==> src/rtl/parammod_pkg.sv <==
// parammod_pkg: shared FSM state type and index-width helper for lane-addressing blocks
package parammod_pkg;

    typedef enum logic {IDLE, SEND} ser_state_t;

    function automatic int idx_w(input int n);
        return (n > 1) ? $clog2(n) : 1;
    endfunction

endpackage

==> src/rtl/vec_serializer_lane_sel.sv <==
// lane_sel: combinational pick of one DATA-wide lane out of a packed vector
module lane_sel #(
    parameter int N  = 4,
    parameter int W  = 16,
    parameter int IW = 2
) (
    input  logic [N-1:0][W-1:0] i_vec,
    input  logic [IW-1:0]       i_idx,
    output logic [W-1:0]        o_data
);

    // Compare against every legal lane so out-of-range indices (non-power-of-2 N) give zero
    always_comb begin
        o_data = '0;
        for (int i = 0; i < N; i++)
            if (i_idx == IW'(i))
                o_data = i_vec[i];
    end

endmodule

==> src/rtl/vec_serializer.sv <==
// vec_serializer: expands one packed IN x DATA vector into IN word-serial beats
module vec_serializer
    import parammod_pkg::*;
#(
    parameter int IN        = 4,
    parameter int DATA      = 16,
    parameter bit LSB_FIRST = 1'b1,
    parameter int IDX       = idx_w(IN)
) (
    input  logic                     clk,
    input  logic                     reset,
    input  logic                     in_valid,
    output logic                     in_ready,
    input  logic [IN-1:0][DATA-1:0]  in,
    output logic                     out_valid,
    input  logic                     out_ready,
    output logic [DATA-1:0]          out_data,
    output logic [IDX-1:0]           out_idx,
    output logic                     out_last
);

    localparam logic [IDX-1:0] LAST = IDX'(IN - 1);

    ser_state_t              r_state, w_next;
    logic [IN-1:0][DATA-1:0] r_buf, w_vec;
    logic [IDX-1:0]          r_cnt, w_cnt_nxt, w_lane;
    logic [DATA-1:0]         r_data, w_sel;
    logic                    w_load, w_adv;

    assign w_load    = in_valid & in_ready;
    assign w_adv     = out_valid & out_ready & ~out_last;
    assign w_vec     = w_load ? in : r_buf;
    assign w_cnt_nxt = w_load ? '0 : r_cnt + 1'b1;
    assign w_lane    = LSB_FIRST ? w_cnt_nxt : LAST - w_cnt_nxt;
    assign out_data  = r_data;

    lane_sel #(.N(IN), .W(DATA), .IW(IDX)) u_sel (
        .i_vec  (w_vec),
        .i_idx  (w_lane),
        .o_data (w_sel)
    );

    // State register
    always_ff @(posedge clk)
        r_state <= reset ? IDLE : w_next;

    // Next state: a last-word transfer without a new vector returns to IDLE
    always_comb
        w_next = (r_state == IDLE) ? (w_load ? SEND : IDLE)
                                   : ((out_ready & out_last & ~w_load) ? IDLE : SEND);

    // Outputs: in_ready opens only when the last word leaves, never looks at in_valid
    always_comb begin
        out_valid = (r_state == SEND);
        out_last  = out_valid & (r_cnt == LAST);
        out_idx   = out_valid ? (LSB_FIRST ? r_cnt : LAST - r_cnt) : '0;
        in_ready  = ~reset & (~out_valid | (out_last & out_ready));
    end

    // Datapath: load a fresh vector at lane counter 0, or step to the next lane on transfer
    always_ff @(posedge clk) begin
        if (reset) begin
            r_buf  <= '0;
            r_cnt  <= '0;
            r_data <= '0;
        end else if (w_load) begin
            r_buf  <= in;
            r_cnt  <= '0;
            r_data <= w_sel;
        end else if (w_adv) begin
            r_cnt  <= w_cnt_nxt;
            r_data <= w_sel;
        end
    end

endmodule

==> config.mk <==
export PLATFORM = sky130hd
export DESIGN_NAME = vec_serializer
export DESIGN_NICKNAME = d
export VERILOG_FILES = /design/src/rtl/parammod_pkg.sv /design/src/rtl/vec_serializer_lane_sel.sv /design/src/rtl/vec_serializer.sv
export SDC_FILE = /design/constraint.sdc
export NUM_CORES = 1
export LEC_CHECK = 0
export CAP_MARGIN = 10
export CORE_MARGIN = 2
export CORE_UTILIZATION = 28
export DETAILED_ROUTE_END_ITERATION = 16
export PLACE_DENSITY = 0.53
export SLEW_MARGIN = 20
export SYNTH_ARGS = -nofsm -noshare
export SYNTH_HDL_FRONTEND = slang
export SYNTH_HIERARCHICAL = 1
export SYNTH_SLANG_ARGS = --single-unit
==> constraint.sdc <==
create_clock -name clk -period 6.2 [get_ports clk]
set_clock_uncertainty 0.1 [all_clocks]
set_input_delay 1.24 -clock clk [delete_from_list [all_inputs] [get_ports clk]]
set_output_delay 1.24 -clock clk [all_outputs]
set_load 0.05 [all_outputs]
==> run_summary.xml, run 1 <==
<?xml version="1.0" encoding="UTF-8"?>
<metrics>
  <group name="synth">
    <metric name="synthesis.area_per_instance" unit="µm²">9.89</metric>
    <metric name="cells_after_synth" unit="">469</metric>
    <metric name="post_synth_instance_area" unit="µm²">4640</metric>
    <metric name="synthesis.nets" unit="">538</metric>
    <metric name="yosys.cell_types.count" unit="">32</metric>
    <metric name="postSynthRegisterBits" unit="">83</metric>
    <metric name="synth_sequential_area_ratio" unit="">0.358</metric>
    <metric name="synthArstFlopShare" unit="">0</metric>
    <metric name="dominantRegCellSynth" unit="">dfxtp_1</metric>
    <metric name="yosysWarnings" unit="">6</metric>
    <metric name="synth_edf_count" unit="">0</metric>
  </group>
  <group name="placed_design">
    <metric name="port_buffers" unit="">88</metric>
    <metric name="gp_congestion" unit="">0.760</metric>
    <metric name="place_area" unit="µm²">5530</metric>
    <metric name="detailed_place_hpwl" unit="µm">8740</metric>
  </group>
  <group name="critical_path">
    <metric name="worst_ep_required_time" unit="ps">4860</metric>
    <metric name="critical_path_endpoint_category" unit="">output pin</metric>
    <metric name="cpMostUsedCell" unit="">clkdlybuf4s50_1</metric>
    <metric name="start_kind" unit="">input port</metric>
    <metric name="cpPeakStageDelay" unit="ps">810</metric>
    <metric name="crit_path_top_delay_cell" unit="">clkdlybuf4s50_1</metric>
    <metric name="worst_ep_arrival_time" unit="ps">2790</metric>
    <metric name="crit_path_max_fanout" unit="">4</metric>
    <metric name="family_of_cells_with_the_greatest_summed_delay_on_the_critical_path" unit="">buffers and inverters</metric>
    <metric name="critical_path.cell_chain" unit="">clkdlybuf4s50_1, a21boi_4, nor2_1, clkdlybuf4s50_1</metric>
    <metric name="timing.critical_path.buf_inv" unit="">2</metric>
    <metric name="worstSetupPathType" unit="">in2out</metric>
  </group>
  <group name="detailed_routing">
    <metric name="routed_wl" unit="µm">12000</metric>
    <metric name="detailedRoute.firstIterationViolations" unit="">230</metric>
    <metric name="ant_nets" unit="">0</metric>
    <metric name="routed_wire_length_per_instance" unit="µm">16.0</metric>
    <metric name="post-route-drc-count" unit="">0</metric>
    <metric name="dr_total_vias" unit="">3485</metric>
    <metric name="drt_pre_antenna_iters" unit="">4</metric>
    <metric name="vias_per_cell" unit="">4.62</metric>
  </group>
  <group name="layout">
    <metric name="nets" unit="">598</metric>
    <metric name="fin_util" unit="">0.358</metric>
    <metric name="filler_cells_inserted" unit="">1637</metric>
    <metric name="n_antenna_cell" unit="">0</metric>
    <metric name="synthToLayoutAreaGrowth" unit="%">26.7</metric>
    <metric name="layout-drive-gt1-share" unit="">0.187</metric>
    <metric name="final_cell_area" unit="µm²">5880</metric>
  </group>
  <group name="cts">
    <metric name="cts_tree" unit="">built</metric>
    <metric name="cts_made_buffers" unit="">9</metric>
    <metric name="cts-hold-fix-buffers" unit="">0</metric>
    <metric name="ctsHtreeMaxLevel" unit="">3</metric>
    <metric name="post_cts_setup_repair_bufs" unit="">0</metric>
    <metric name="clock_path_buffers" unit="">2</metric>
    <metric name="clkSinkCount" unit="">83</metric>
    <metric name="clk-insertion-delay-late" unit="ps">340</metric>
    <metric name="clkSlewWorstSetupHoldPaths" unit="ps">60</metric>
    <metric name="cts_repair_resize_count" unit="">0</metric>
    <metric name="clock-root-buffer" unit="">clkbuf_16</metric>
  </group>
  <group name="die">
    <metric name="area_of_the_die" unit="µm²">17600</metric>
    <metric name="start_util" unit="">0.283</metric>
    <metric name="die_w" unit="µm">133</metric>
    <metric name="rows" unit="">47</metric>
    <metric name="fp.coreArea" unit="µm²">16400</metric>
    <metric name="die_y" unit="µm">133</metric>
    <metric name="floorplan.io_pins" unit="">89</metric>
  </group>
  <group name="global_routing">
    <metric name="remaining_global_route_overflow" unit="">0</metric>
    <metric name="global_route.usage.total" unit="">0.144</metric>
    <metric name="grt_max_degree" unit="">132</metric>
    <metric name="grt_pass1_wl" unit="µm">19600</metric>
    <metric name="grt_antenna_before_repair" unit="">0</metric>
    <metric name="first_global_vias" unit="">3582</metric>
  </group>
  <group name="sta">
    <metric name="report.final.setup_viol" unit="">0</metric>
    <metric name="timing_worst_slew_pin_value" unit="ps">932</metric>
    <metric name="timing.final.hold_violations" unit="">0</metric>
    <metric name="timing.final.crit_period" unit="ps">4130</metric>
    <metric name="totalNegativeSetupSlack" unit="ps">0</metric>
    <metric name="holdWs" unit="ps">357</metric>
    <metric name="rsz0062_at_grt" unit="">false</metric>
    <metric name="maxSlewViolCount" unit="">0</metric>
    <metric name="relSlewSlack" unit="">0.378</metric>
    <metric name="final.period_utilization" unit="">0.666</metric>
    <metric name="clock.fmax" unit="GHz">0.242</metric>
  </group>
  <group name="power">
    <metric name="cellPowerDensity" unit="nW/µm²">256</metric>
    <metric name="power.static_leakage" unit="nW">2.13</metric>
    <metric name="power.total" unit="mW">1.50</metric>
    <metric name="max-vdd-ir-drop" unit="µV">125</metric>
  </group>
  <group name="run">
    <metric name="maxCapViolations" unit="">0</metric>
  </group>
  <group name="outcome">
    <metric name="status" unit="">finished, final reports clean</metric>
  </group>
  <group name="hold_path">
    <metric name="hold_path.class" unit="">reg2reg</metric>
  </group>
</metrics>
[placed cells by master, fill, tap and decap left out, types with 10 or more instances in the layout]
master	Yosys	layout
o21ai_0	62	62
o31ai_4	15	15
inv_1	67	67
mux4_2	10	10
o31ai_2	48	48
nand2_1	32	32
clkdlybuf4s50_1	0	87
mux2i_1	17	17
dfxtp_1	83	83
nand3_1	64	64
[flip-flops by register name, indices dropped and copies added (netlist names)]
register and cells:
r_cnt 2, out_valid 1, out_data 16, r_buf 64
[path summary, 6_finish.rpt]
| kind | cells past startpoint | start | endpoint | slack [ps] |
|---|---|---|---|---|
| hold / removal | 2 | out_data[0] | out_data[0] | 360 |
| setup / recovery | 4 | out_ready | in_ready | 2070 |
| hold reg to reg | 2 | out_data[0] | out_data[0] | 360 |
| setup reg to reg | 8 | r_cnt[0] | out_data[3] | 3240 |
[routing by layer]
metal | track usage | up-vias | wire [µm] | part of all wire
li1 | - | 1767 | - | -
met5 | 0 | - | 0 | 0
met3 | 0.0291 | 6 | 384 | 0.032
met4 | 0.0412 | 0 | 110 | 0.0091
met1 | 0.199 | 1654 | 6050 | 0.50
met2 | 0.228 | 58 | 5500 | 0.46
[per-stage QoR]
step | std cells | worst slack [ps]
detailed placement | 738 | 2060
global route | 754 | 2020
CTS | 754 | 2060
floorplan | 469 | 2530
global placement | 738 | 2050
finish | 754 | 2070
[cells in the mapped netlist, types with 3 or more instances]
cell      count  area, µm²
dfxtp_1      83       1660
nand2_1      32        120
buf_6         7       78.8
buf_2        18       90.1
mux4_2       10        225
buf_12        3       60.1
inv_1        67        251
and2_1        3       18.8
nand3_1      64        320
mux4_1        6        158
o21ai_0      62        310
o31ai_2      48        601
o31ai_4      15        319
clkbuf_1     12       45.0
mux2i_1      17        170
[cell families (layout without fill, tap and decap cells)]
group           after synthesis  count (layout)  synth area share
compound gates              132             132             0.282
flops                        83              83             0.358
simple gates                108             108             0.113
xor+xnor                      1               1           0.00189
mux                          33              33             0.119
fa+ha+maj                     1               1           0.00270
buf+inv                     111             176             0.123
[worst reg2reg max path, delay by kind of cell (launching register included)]
kind                       cells  cell delay (ps)
DFF                            1              430
buffers and inverters          1              580
adders and majority gates      1              300
AOI/OAI and AO/OA              2              470
muxes                          2              640
and+or+nand+nor                2              300
[final cells by class]
type / count / area, µm² / area share
Inverter: 67 / 251 / 0.0428
Clock inverter: 6 / 113 / 0.0192
Multi-Input combinational cell: 275 / 2420 / 0.411
Clock buffer: 10 / 229 / 0.0390
Sequential cell: 83 / 1660 / 0.283
Timing Repair Buffer: 93 / 928 / 0.158
Tap cell: 220 / 275 / 0.0468
[report_power, final]
group | internal [mW] | switching (mW) | leakage, nW | total, mW
sequential | 0.571 | 0.0137 | 0.682 | 0.585
clock | 0.395 | 0.219 | 0.167 | 0.614
combinational | 0.133 | 0.171 | 1.28 | 0.304
total | 1.10 | 0.404 | 2.13 | 1.50
No activity file was read; power rests on OpenSTA's default activity.
==> run 2, diff against run 1 <==
--- a/config.mk
+++ b/config.mk
@@ -9,7 +9,7 @@
 export CORE_MARGIN = 2
 export CORE_UTILIZATION = 28
 export DETAILED_ROUTE_END_ITERATION = 16
-export PLACE_DENSITY = 0.53
+export PLACE_DENSITY = 0.55
 export SLEW_MARGIN = 20
 export SYNTH_ARGS = -nofsm -noshare
 export SYNTH_HDL_FRONTEND = slang
==> constraint.sdc (replaced) <==
create_clock -name clk -period 3.55 [get_ports clk]
set_clock_uncertainty 0.1 [all_clocks]
set_input_delay 0.71 -clock clk [delete_from_list [all_inputs] [get_ports clk]]
set_output_delay 0.71 -clock clk [all_outputs]
set_load 0.05 [all_outputs]
==> run 2 against run 1 <==
  * Die area unchanged
  * Setup slack worse by 1600 ps
  * Non-clock buffer count up 10
  * Sequential power up 74%
  * Combinational power up 82%
  * Core utilization up 0.14 points
  * Via count up 2.7%
  * Worst hold slack better by 2.4 ps
  * Total power up 59%
  * Routed wire length up 4.9%
  * Highest routed layer unchanged
==> run_summary.xml, run 2 (same netlist as run 1, synthesis figures left out) <==
<?xml version="1.0" encoding="UTF-8"?>
<metrics>
  <group name="global_routing">
    <metric name="grt_max_degree" unit="">62</metric>
    <metric name="grt_pass1_wl" unit="µm">19900</metric>
    <metric name="remaining_global_route_overflow" unit="">0</metric>
    <metric name="global_route.usage.total" unit="">0.146</metric>
    <metric name="grt_antenna_before_repair" unit="">0</metric>
    <metric name="first_global_vias" unit="">3618</metric>
  </group>
  <group name="critical_path">
    <metric name="start_kind" unit="">input port</metric>
    <metric name="worst_ep_arrival_time" unit="ps">2290</metric>
    <metric name="ff2ff_path_depth" unit="">9</metric>
    <metric name="critical_path_endpoint_category" unit="">output pin</metric>
    <metric name="worst_ep_required_time" unit="ps">2740</metric>
    <metric name="worstReg2RegEnd" unit="">out_data[6]</metric>
    <metric name="crit_path_max_fanout" unit="">4</metric>
    <metric name="worstSetupPathType" unit="">in2out</metric>
    <metric name="reg2reg_from" unit="">r_cnt[0]</metric>
    <metric name="setup.reg_to_reg.worst_slack" unit="ps">1000</metric>
  </group>
  <group name="detailed_routing">
    <metric name="detailedRoute.firstIterationViolations" unit="">223</metric>
    <metric name="routed_wl" unit="µm">12600</metric>
    <metric name="vias_per_cell" unit="">4.70</metric>
    <metric name="routed_wire_length_per_instance" unit="µm">16.6</metric>
    <metric name="post-route-drc-count" unit="">0</metric>
    <metric name="dr_total_vias" unit="">3579</metric>
    <metric name="ant_nets" unit="">0</metric>
    <metric name="drt_pre_antenna_iters" unit="">4</metric>
  </group>
  <group name="sta">
    <metric name="timing.final.crit_period" unit="ps">3100</metric>
    <metric name="rsz0062_at_grt" unit="">false</metric>
    <metric name="fin_ws" unit="ps">454</metric>
    <metric name="totalNegativeSetupSlack" unit="ps">0</metric>
    <metric name="timing.final.hold_violations" unit="">0</metric>
    <metric name="maxSlewViolCount" unit="">0</metric>
    <metric name="final.period_utilization" unit="">0.872</metric>
    <metric name="clock.fmax" unit="GHz">0.323</metric>
    <metric name="relSlewSlack" unit="">0.372</metric>
    <metric name="timing_worst_slew_pin_value" unit="ps">941</metric>
    <metric name="report.final.setup_viol" unit="">0</metric>
  </group>
  <group name="placed_design">
    <metric name="place_area" unit="µm²">5650</metric>
    <metric name="detailedPlace.worstSlack" unit="ps">394</metric>
    <metric name="gp_congestion" unit="">0.797</metric>
    <metric name="placedCellCount" unit="">748</metric>
    <metric name="detailed_place_hpwl" unit="µm">9320</metric>
    <metric name="port_buffers" unit="">88</metric>
  </group>
  <group name="cts">
    <metric name="cts_repair_resize_count" unit="">0</metric>
    <metric name="cts_tree" unit="">built</metric>
    <metric name="clock_path_buffers" unit="">2</metric>
    <metric name="cts-hold-fix-buffers" unit="">0</metric>
    <metric name="cts_made_buffers" unit="">9</metric>
    <metric name="clkSinkCount" unit="">83</metric>
    <metric name="post_cts_setup_repair_bufs" unit="">0</metric>
    <metric name="clock-root-buffer" unit="">clkbuf_16</metric>
    <metric name="clkSlewWorstSetupHoldPaths" unit="ps">50</metric>
    <metric name="clk-insertion-delay-late" unit="ps">330</metric>
    <metric name="ctsHtreeMaxLevel" unit="">3</metric>
  </group>
  <group name="power">
    <metric name="cellPowerDensity" unit="nW/µm²">404</metric>
    <metric name="power.total" unit="mW">2.38</metric>
    <metric name="max-vdd-ir-drop" unit="µV">231</metric>
    <metric name="power.static_leakage" unit="nW">2.14</metric>
  </group>
  <group name="layout">
    <metric name="nets" unit="">608</metric>
    <metric name="most-common-layout-cells" unit="">87 x clkdlybuf4s50_1, 83 x dfxtp_1, 67 x inv_1</metric>
    <metric name="final_cell_count_no_fill" unit="">762</metric>
    <metric name="layout_commonest_cell" unit="">clkdlybuf4s50_1</metric>
    <metric name="largest_register_ff_count" unit="">64</metric>
    <metric name="n_antenna_cell" unit="">0</metric>
    <metric name="final_cell_area" unit="µm²">5900</metric>
    <metric name="register_containing_the_most_flip_flops_in_the_final_layout" unit="">r_buf</metric>
    <metric name="synthToLayoutAreaGrowth" unit="%">27.2</metric>
    <metric name="layout-drive-gt1-share" unit="">0.192</metric>
  </group>
  <group name="hold_path">
    <metric name="hold_path.class" unit="">reg2reg</metric>
    <metric name="hold_end" unit="">out_data[10]</metric>
    <metric name="holdPathStages" unit="">2</metric>
    <metric name="timing.hold.worst.start" unit="">out_data[10]</metric>
  </group>
  <group name="die">
    <metric name="die_w" unit="µm">133</metric>
    <metric name="start_util" unit="">0.283</metric>
    <metric name="rows" unit="">47</metric>
    <metric name="area_of_the_die" unit="µm²">17600</metric>
    <metric name="fp.coreArea" unit="µm²">16400</metric>
    <metric name="floorplan.io_pins" unit="">89</metric>
    <metric name="die_y" unit="µm">133</metric>
  </group>
  <group name="outcome">
    <metric name="status" unit="">finished, final reports clean</metric>
  </group>
  <group name="run">
    <metric name="maxCapViolations" unit="">0</metric>
  </group>
</metrics>
[run 2: cell count changes in the layout (fill, tap and decap cells not counted), sizes merged]
cell | before | now
buf | 6 | 16
clkbuf | 10 | 14
bufinv | 3 | 0
clkinv | 2 | 0
inv | 68 | 67
[run 2: area by class of cell]
| cell class | instances | area, µm² |
|---|---|---|
| Multi-Input combinational cell | 275 | 2410 |
| Timing Repair Buffer | 103 | 1050 |
| Inverter | 67 | 251 |
| Fill cell | 1619 | 10500 |
| Clock buffer | 14 | 244 |
| Tap cell | 220 | 275 |
| Sequential cell | 83 | 1660 |
[run 2: where the power goes]
| part | leakage [nW] | total (mW) | switching, mW | internal [mW] |
|---|---|---|---|---|
| Sequential | 0.682 | 1.02 | 0.0227 | 0.997 |
| Combinational | 1.34 | 0.554 | 0.307 | 0.247 |
| Clock | 0.117 | 0.811 | 0.344 | 0.467 |
[run 2: how the worst max path moves through the flow]
stage                     slack, ps          end      start  cells after the start
after CTS                       450     in_ready  out_ready                      4
after detailed placement        390  out_data[6]  out_ready                      9
after floorplan                 940     in_ready      reset                      3
after global routing            380     in_ready  out_ready                      4
final                           450     in_ready  out_ready                      4
after global placement          470  out_data[7]  out_ready                      9
[run 2: per-layer routing]
| metal | GRT usage | routed length, µm | up-vias | share of wire |
|---|---|---|---|---|
| met5 | 0 | 0 | - | 0 |
| met3 | 0.0349 | 539 | 10 | 0.043 |
| met4 | 0.0299 | 133 | 0 | 0.011 |
| li1 | - | - | 1786 | - |
| met1 | 0.203 | 6260 | 1699 | 0.50 |
| met2 | 0.233 | 5700 | 84 | 0.45 |
[run 2: worst max-delay path, stage by stage]
cell and delay, ps:
clkdlybuf4s50_1 570, a21boi_4 90, nor2_1 90, clkdlybuf4s50_1 820
[run 2: stage by stage]
| stage | hold slack, ps | util |
|---|---|---|
| final | 360 | 0.359 |
| after global routing | 383 | 0.359 |
| after CTS | 363 | 0.359 |
| after detailed placement | 355 | 0.345 |
| after global placement | 345 | 0.345 |
| after floorplan | 341 | - |
